File: config.mk
export PLATFORM = sky130hd
export DESIGN_NAME = instr_encoder_loader
export DESIGN_NICKNAME = d
export VERILOG_FILES = /design/src/rtl/instr_encoder_loader.sv
export SDC_FILE = /design/constraint.sdc
export NUM_CORES = 1
export LEC_CHECK = 0
export ABC_AREA = 1
export ABC_CLOCK_PERIOD_IN_PS = 1900
export BUFFER_PORTS_ARGS = -buffer_cell sky130_fd_sc_hd__buf_2
export CORE_MARGIN = 2
export CORE_UTILIZATION = 40
export DETAILED_ROUTE_END_ITERATION = 6
export GPL_ROUTABILITY_DRIVEN = 0
export HOLD_SLACK_MARGIN = 0.08
export MAX_ROUTING_LAYER = met4
export PLACE_DENSITY = 0.72
export SLEW_MARGIN = 20
export SYNTH_ARGS = -nofsm -noshare
export SYNTH_HDL_FRONTEND = slang
export SYNTH_SLANG_ARGS = --single-unit
export TNS_END_PERCENT = 50
File: constraint.sdc
create_clock -name clk -period 1.9 [get_ports clk]
set_input_delay 0.38 -clock clk [delete_from_list [all_inputs] [get_ports clk]]
set_output_delay 0.38 -clock clk [all_outputs]
set_load 0.03 [all_outputs]
File: src/rtl/instr_encoder_loader.sv
// RV32I instruction encoder and imem loader: packs decoded fields into 32-bit
// words and streams them to consecutive instruction-memory word addresses.
//
// state | meaning
// IDLE  | after reset, waiting for start
// LOAD  | accepting beats, one word written per accepted beat
// DONE  | last beat written, holding until start
// ERR   | offending beat rejected, err_code valid, holding until start
module instr_encoder_loader #(
    parameter int ADDR_W    = 10,
    parameter int BASE_ADDR = 0
) (
    input  logic              clk,
    input  logic              rst_n,
    input  logic              start,
    input  logic              in_valid,
    output logic              in_ready,
    input  logic [2:0]        in_fmt,
    input  logic [6:0]        in_op,
    input  logic [2:0]        in_funct3,
    input  logic [6:0]        in_funct7,
    input  logic [4:0]        in_rd,
    input  logic [4:0]        in_rs1,
    input  logic [4:0]        in_rs2,
    input  logic [31:0]       in_imm,
    input  logic              in_last,
    output logic              imem_we,
    output logic [ADDR_W-1:0] imem_addr,
    output logic [31:0]       imem_wdata,
    output logic              busy,
    output logic              done,
    output logic              err,
    output logic [1:0]        err_code,
    output logic [ADDR_W:0]   count
);

    typedef enum logic [1:0] {
        S_IDLE = 2'd0,
        S_LOAD = 2'd1,
        S_DONE = 2'd2,
        S_ERR  = 2'd3
    } state_t;

    localparam logic [ADDR_W-1:0] BASE = ADDR_W'(BASE_ADDR);

    state_t            state, state_nxt;
    logic [ADDR_W-1:0] ptr;
    logic              full;
    logic              accept;
    logic              fmt_bad;
    logic              imm_bad;
    logic [31:0]       enc;

    assign accept  = in_valid && in_ready;
    assign fmt_bad = (in_fmt > 3'd5);

    // Immediate range check and field packing, both keyed on format.
    always_comb begin
        imm_bad = 1'b0;
        enc     = 32'd0;
        case (in_fmt)
            3'd0: enc = {in_funct7, in_rs2, in_rs1, in_funct3, in_rd, in_op};
            3'd1: begin
                imm_bad = !((&in_imm[31:11]) || !(|in_imm[31:11]));
                enc     = {in_imm[11:0], in_rs1, in_funct3, in_rd, in_op};
            end
            3'd2: begin
                imm_bad = !((&in_imm[31:11]) || !(|in_imm[31:11]));
                enc     = {in_imm[11:5], in_rs2, in_rs1, in_funct3, in_imm[4:0], in_op};
            end
            3'd3: begin
                imm_bad = !((&in_imm[31:12]) || !(|in_imm[31:12])) || in_imm[0];
                enc     = {in_imm[12], in_imm[10:5], in_rs2, in_rs1, in_funct3,
                           in_imm[4:1], in_imm[11], in_op};
            end
            3'd4: begin
                imm_bad = |in_imm[11:0];
                enc     = {in_imm[31:12], in_rd, in_op};
            end
            3'd5: begin
                imm_bad = !((&in_imm[31:20]) || !(|in_imm[31:20])) || in_imm[0];
                enc     = {in_imm[20], in_imm[10:1], in_imm[11], in_imm[19:12], in_rd, in_op};
            end
            default: begin
                imm_bad = 1'b0;
                enc     = 32'd0;
            end
        endcase
    end

    always_ff @(posedge clk or negedge rst_n) begin
        if (!rst_n) state <= S_IDLE;
        else        state <= state_nxt;
    end

    always_comb begin
        state_nxt = state;
        if (start) begin
            state_nxt = S_LOAD;
        end else if (state == S_LOAD && accept) begin
            if (fmt_bad || full || imm_bad) state_nxt = S_ERR;
            else if (in_last)               state_nxt = S_DONE;
        end
    end

    always_comb begin
        busy     = (state == S_LOAD);
        done     = (state == S_DONE);
        err      = (state == S_ERR);
        in_ready = (state == S_LOAD) && !start;
    end

    always_ff @(posedge clk or negedge rst_n) begin
        if (!rst_n) begin
            ptr        <= BASE;
            full       <= 1'b0;
            count      <= '0;
            err_code   <= 2'd0;
            imem_we    <= 1'b0;
            imem_addr  <= BASE;
            imem_wdata <= 32'd0;
        end else if (start) begin
            ptr      <= BASE;
            full     <= 1'b0;
            count    <= '0;
            err_code <= 2'd0;
            imem_we  <= 1'b0;
        end else begin
            imem_we <= 1'b0;
            if (accept) begin
                if (fmt_bad) begin
                    err_code <= 2'd1;
                end else if (full) begin
                    err_code <= 2'd3;
                end else if (imm_bad) begin
                    err_code <= 2'd2;
                end else begin
                    imem_we    <= 1'b1;
                    imem_addr  <= ptr;
                    imem_wdata <= enc;
                    ptr        <= ptr + 1'b1;
                    count      <= count + 1'b1;
                    // Wrapped pointer must never be written: flag the top address.
                    full       <= (ptr == '1);
                end
            end
        end
    end

endmodule

# Word level (Yosys, flattened, before mapping)
# Index checks and enable logic that the tools add are counted.
[word_totals]
inputBits = 72
reg_bits = 69
[op_classes]
n_lt_le_gt_ge = 1
n_bitwise = 4
n_mux = 31
n_reduce_logical = 35
n_eq_ne = 12
add_sub_neg = 2
[op_table]
columns = ["operator", "n"]
rows = [
  ["32-bit case mux with 6 select lines", 1],
  ["11-bit 2-to-1 mux", 5],
  ["10-bit 2-to-1 mux", 5],
  ["12-bit OR reduction", 2],
  ["21-bit AND reduction", 1],
  ["21-bit OR reduction", 1],
  ["20-bit AND reduction", 1],
  ["20-bit OR reduction", 1],
  ["2-bit 2-to-1 mux", 9],
  ["12-bit AND reduction", 1],
  ["11-bit by 1-bit adder with 11-bit output, second input constant", 1],
  ["10-bit by 1-bit adder with 10-bit output, second input constant", 1],
  ["10-bit == test, second input constant", 1],
  ["1-bit 2-to-1 mux", 10],
  ["1-bit zero test", 7],
  ["1-bit logical OR", 7],
  ["3-bit by 2-bit == test with 1-bit output, second input constant", 2],
  ["3-bit == test, second input constant", 2],
  ["2-bit inequality test, second input constant", 3],
  ["2-bit AND reduction", 3],
  ["5-bit AND reduction", 1],
  ["2-bit == test, second input constant", 2],
  ["1-bit inverter", 4],
  ["1-bit case mux with 4 select lines", 1],
  ["10 further kinds", 13],
]

# Depth between registers and ports, before layout
[depth]
word_depth = 11
ltp_mapped = 13

# Worst setup path before layout
# Ideal clock, no wire load.
[synth_timing]
path_type = "input to register"
from = "in start"
to = "reg count[0]"
n_path_buf = 2
required_ns = 1.780
slack_ns = 0.054
t_arrival_ns = 1.726
cell_stages = 8
cell_sequence = "buf_6 -> nor3_4 -> nand2_1 -> nor3_2 -> nand3_4 -> nand2_4 -> buf_6 -> o21ai_2"
[synth_via]
elab_chain_len = 5
elab_cells_between_ends = 9
cone_classes = "3 x eq/ne; 1 x mux; 5 x reduce/logical"
[synth_lines]
columns = ["element", "line", "text"]
rows = [
  ["start: declaration", "15", "input logic start,"],
  ["1-bit zero test", "110", "in_ready = (state == S_LOAD) && !start;"],
  ["1-bit logical AND", "110", ""],
  ["named net in_ready", "17", "output logic in_ready,"],
  ["1-bit logical AND", "54", "assign accept = in_valid && in_ready;"],
  ["2-bit nonzero test (no line)", "--", ""],
  ["4-bit AND reduction (no line)", "--", ""],
  ["end signal: assignment", "142", "count <= count + 1'b1;"],
  ["end: declaration", "34", "output logic [ADDR_W:0] count"],
]
# The timed path passes the listed nets, and every way through them passes these cells.
# A chain may end at the register's enable or synchronous reset.

# Worst setup path in the final report
[layout_timing]
from = "reg state[1]"
to = "reg count[9]"
[layout_via]
elab_chain_len = 5
[layout_lines]
columns = ["element", "line", "text"]
rows = [
  ["start: declaration", "46", "state_t state, state_nxt;"],
  ["start signal: assignment", "93", "else state <= state_nxt;"],
  ["2-bit by 1-bit == test with 1-bit output", "110", ""],
  ["1-bit logical AND", "110", ""],
  ["1-bit logical AND", "54", ""],
  ["2-bit nonzero test (no line)", "--", ""],
  ["4-bit AND reduction (no line)", "--", ""],
]
# No other way between the ends.

==> results.md <==
- Status: completed
- Area delta synth->final: 28.70%
- Switch share: 38.82%
- Combinational Power Share: 32.9%
- Clock Sinks: 69
- Clock Skew: 0.006018 ns
- Crit Path Class: reg -> reg
- Worst-path clk slew: 0.08 ns
- Synthesized instance count: 544
- Share of the synthesized area in the top cell type: 44.24%
- Final core utilization: 52.10%
- Die W: 102.8 microns
- Net Count, Synth: 618
- Distinct cell type count after synthesis: 35
- Achievable Freq: 589.9 MHz
- Worst hold slack: 0.2169 ns
- Final WL: 10.55 mm
- Syn. warnings: 0
- Synth area leaders: dfrtp_1 (44%), nand2_1 (22%), nor2_1 (6.3%)
- PwrDens: 927.4 nW/um^2
- Vias: 4000
- Clock power frac: 26.4%
- Setup total negative slack: 0 ns
- Area leader, netlist: dfrtp_1
- Slew margin rel.: 64.13%
- FF+latch count, synth: 69
- Setup repair bufs after CTS: 0
- Clock root cell: clkbuf_8
- WL/cell: 12.77 microns
- CTS resizes: 0
- CTS tree: done
- Max VDD drop: 0.7487 mV
- Initial Util: 40.49%
- IO Pins: 132
- Fin cells: 826
- Synth Cell Area: 3902 sq um
- Vias in the first global route: 3824
- CTS max path bufs: 2
- Cell Count Post-Placement: 809
- Drt pass-1 iters: 4
- Max-Cap Viols: 0
- Die height: 102.8 microns
- Final Setup Violations: 0
- WP data arrival: 1.98 ns
- Grt ovf: 0
- Worst setup EP type: flip-flop
- Core area: 9639 sq um
- Number of diodes: 0
- RSZ-0062 raised after global routing: no
- Final Max Tran Viols: 0
- Worst skew pair latency: 0.35 ns
- Total CTS buffers: 9
- Number of nets in the layout: 762
- Worst slew pin tran: 0.5381 ns
- CP startpoint kind: flip-flop
- DRC viols: 0
- Routed Antenna Nets: 0
- Avg Vias per Cell: 4.843
- Largest net degree at the start of global routing: 42
- Htree depth: 3
- Post-DP HPWL: 8.071 mm
- Overall routing resource usage: 21.62%
- CTS Hold Buffers Added: 1
- Fill cells: 982
- Worst hold path class: in -> reg
- First-pass GRT wire length: 17.28 mm
- Port Buffers: 131
- Most frequent cells in the layout: nand2_1 (232), buf_2 (131), dfrtp_1 (69), nor2_1 (66), inv_1 (39)
- Die ar.: 10560 sq um
- Fin crit period: 1.695 ns
- Final Hold Vio Count: 0
- Sequential share of power: 40.7%
- Worst endpoint required time: 2.19 ns
- Commonest non-fill, non-tap cell in the layout: nand2_1
- Num rows: 36
- Share of layout cells above drive strength 1: 27.27%
- Final worst-path cycle share: 89.22%
- Antenna violations before repair: 0
- Post-Syn Area per Cell: 7.174 sq um
- Internal power: 0.002850 W
- Max FO, Critical Path: 23
- Iter 0 DRT Violations: 161
- P_leak: 2.727 nW
- Seq/Total Area, Yosys: 44.24%
- P_sw: 0.001808 W
[stage by stage]
stage	instance area, sq um	worst slack, ns	total power [W]
3_5_place_dp	4813	0.03714	0.003466
4_1_cts	5022	0.1833	0.004711
6_report	5022	0.2048	0.004658
5_1_grt	5022	0.05693	0.004913
3_3_place_gp	4813	0.08896	0.003443
2_1_floorplan	3902	0.05432	0.002898
[cells in the mapped netlist]
master    count
a21oi_1       4
o22ai_1       1
nor2_2        1
nor3b_1       2
nor4_1        3
buf_2         7
buf_4         3
o21ai_1      18
inv_2         7
nor3_4        1
ha_1          2
xnor2_1       2
dfrtp_1      69
o21ai_2      10
a211oi_1      1
nand4_1       4
nor3_2        1
a22o_1        1
nand3_1      27
a221oi_1      3
nor2_1       66
nor2_4        2
a32o_1        1
clkinv_1      1
mux2i_1       4
nand2_1     232
nand3_4       1
inv_1        39
xor2_1        8
nand2_4       1
nor3_1        9
o21ai_0       6
clkbuf_1      1
buf_6         4
nand2_2       2
[layer usage]
metal | routed length (microns) | up-vias | track usage [%]
met1 | 4780 | 1858 | 26.84
met3 | 536 | 21 | 3.254
met4 | 228 | 0 | 8.704
met2 | 5001 | 122 | 35.55
li1 | - | 1999 | -
met5 | 0 | - | -
[layout make-up]
type                            count  area, sq um  share of cell area (%)
Inverter                           47        176.4                   3.513
Sequential cell                    69         1727                   34.38
Clock inverter                      6        61.31                   1.221
Timing Repair Buffer              148        860.8                   17.14
Tap cell                          133        166.4                   3.313
Multi-Input combinational cell    413         1893                   37.69
Clock buffer                       10        137.6                   2.740
[registers in the layout (all words and copies together), names as in the netlist]
register    cells
imem_we         1
imem_addr      10
err_code        2
count          11
ptr            10
full            1
state           2
imem_wdata     32
[critical path, stage by stage (launching register included)]
cell     delay [ns]
dfrtp_1        0.46
nor3_4         0.19
nand2_1        0.12
nor3_2         0.25
nand3_4        0.16
nand2_4        0.13
buf_12         0.18
nand2_1        0.07
o21ai_1        0.07
[logic make-up (layout without fill, tap and decap cells)]
group           count (synthesis)  in the layout  share of synthesized area, %
buf+inv                        62            211                         7.246
xor+xnor                       10             10                         2.244
flops                          69             69                         44.25
compound gates                 45             45                         7.342
simple gates                  352            352                         37.26
mux                             4              4                         1.026
fa+ha+maj                       2              2                        0.6411
[final timing paths]
path	start	end	slack, ns	cells after the start
setup / recovery	state[1]$_DFFE_PN0P_	count[9]$_DFFE_PN0P_	0.20	8
hold / removal	in_op[6]	imem_wdata[6]$_DFFE_PN0P_	0.22	3
setup reg to reg	state[1]$_DFFE_PN0P_	count[9]$_DFFE_PN0P_	0.20	8
hold reg to reg	imem_wdata[2]$_DFFE_PN0P_	imem_wdata[2]$_DFFE_PN0P_	0.47	2
max in group asynchronous	rst_n	imem_wdata[25]$_DFFE_PN0P_	0.83	3
min in group asynchronous	rst_n	imem_wdata[3]$_DFFE_PN0P_	0.54	2
[power by group through the flow]
| stage | registers, W | logic, W | clock network [W] |
|---|---|---|---|
| 5_1_grt | 0.00193 | 0.00167 | 0.00132 |
| 3_5_place_dp | 0.00192 | 0.00155 | 0 |
| 2_1_floorplan | 0.00246 | 0.000438 | 0 |
| 4_1_cts | 0.00189 | 0.00155 | 0.00127 |
| 3_3_place_gp | 0.00191 | 0.00153 | 0 |
| 6_report | 0.00189 | 0.00153 | 0.00123 |
No activity file was read; power rests on OpenSTA's default activity.
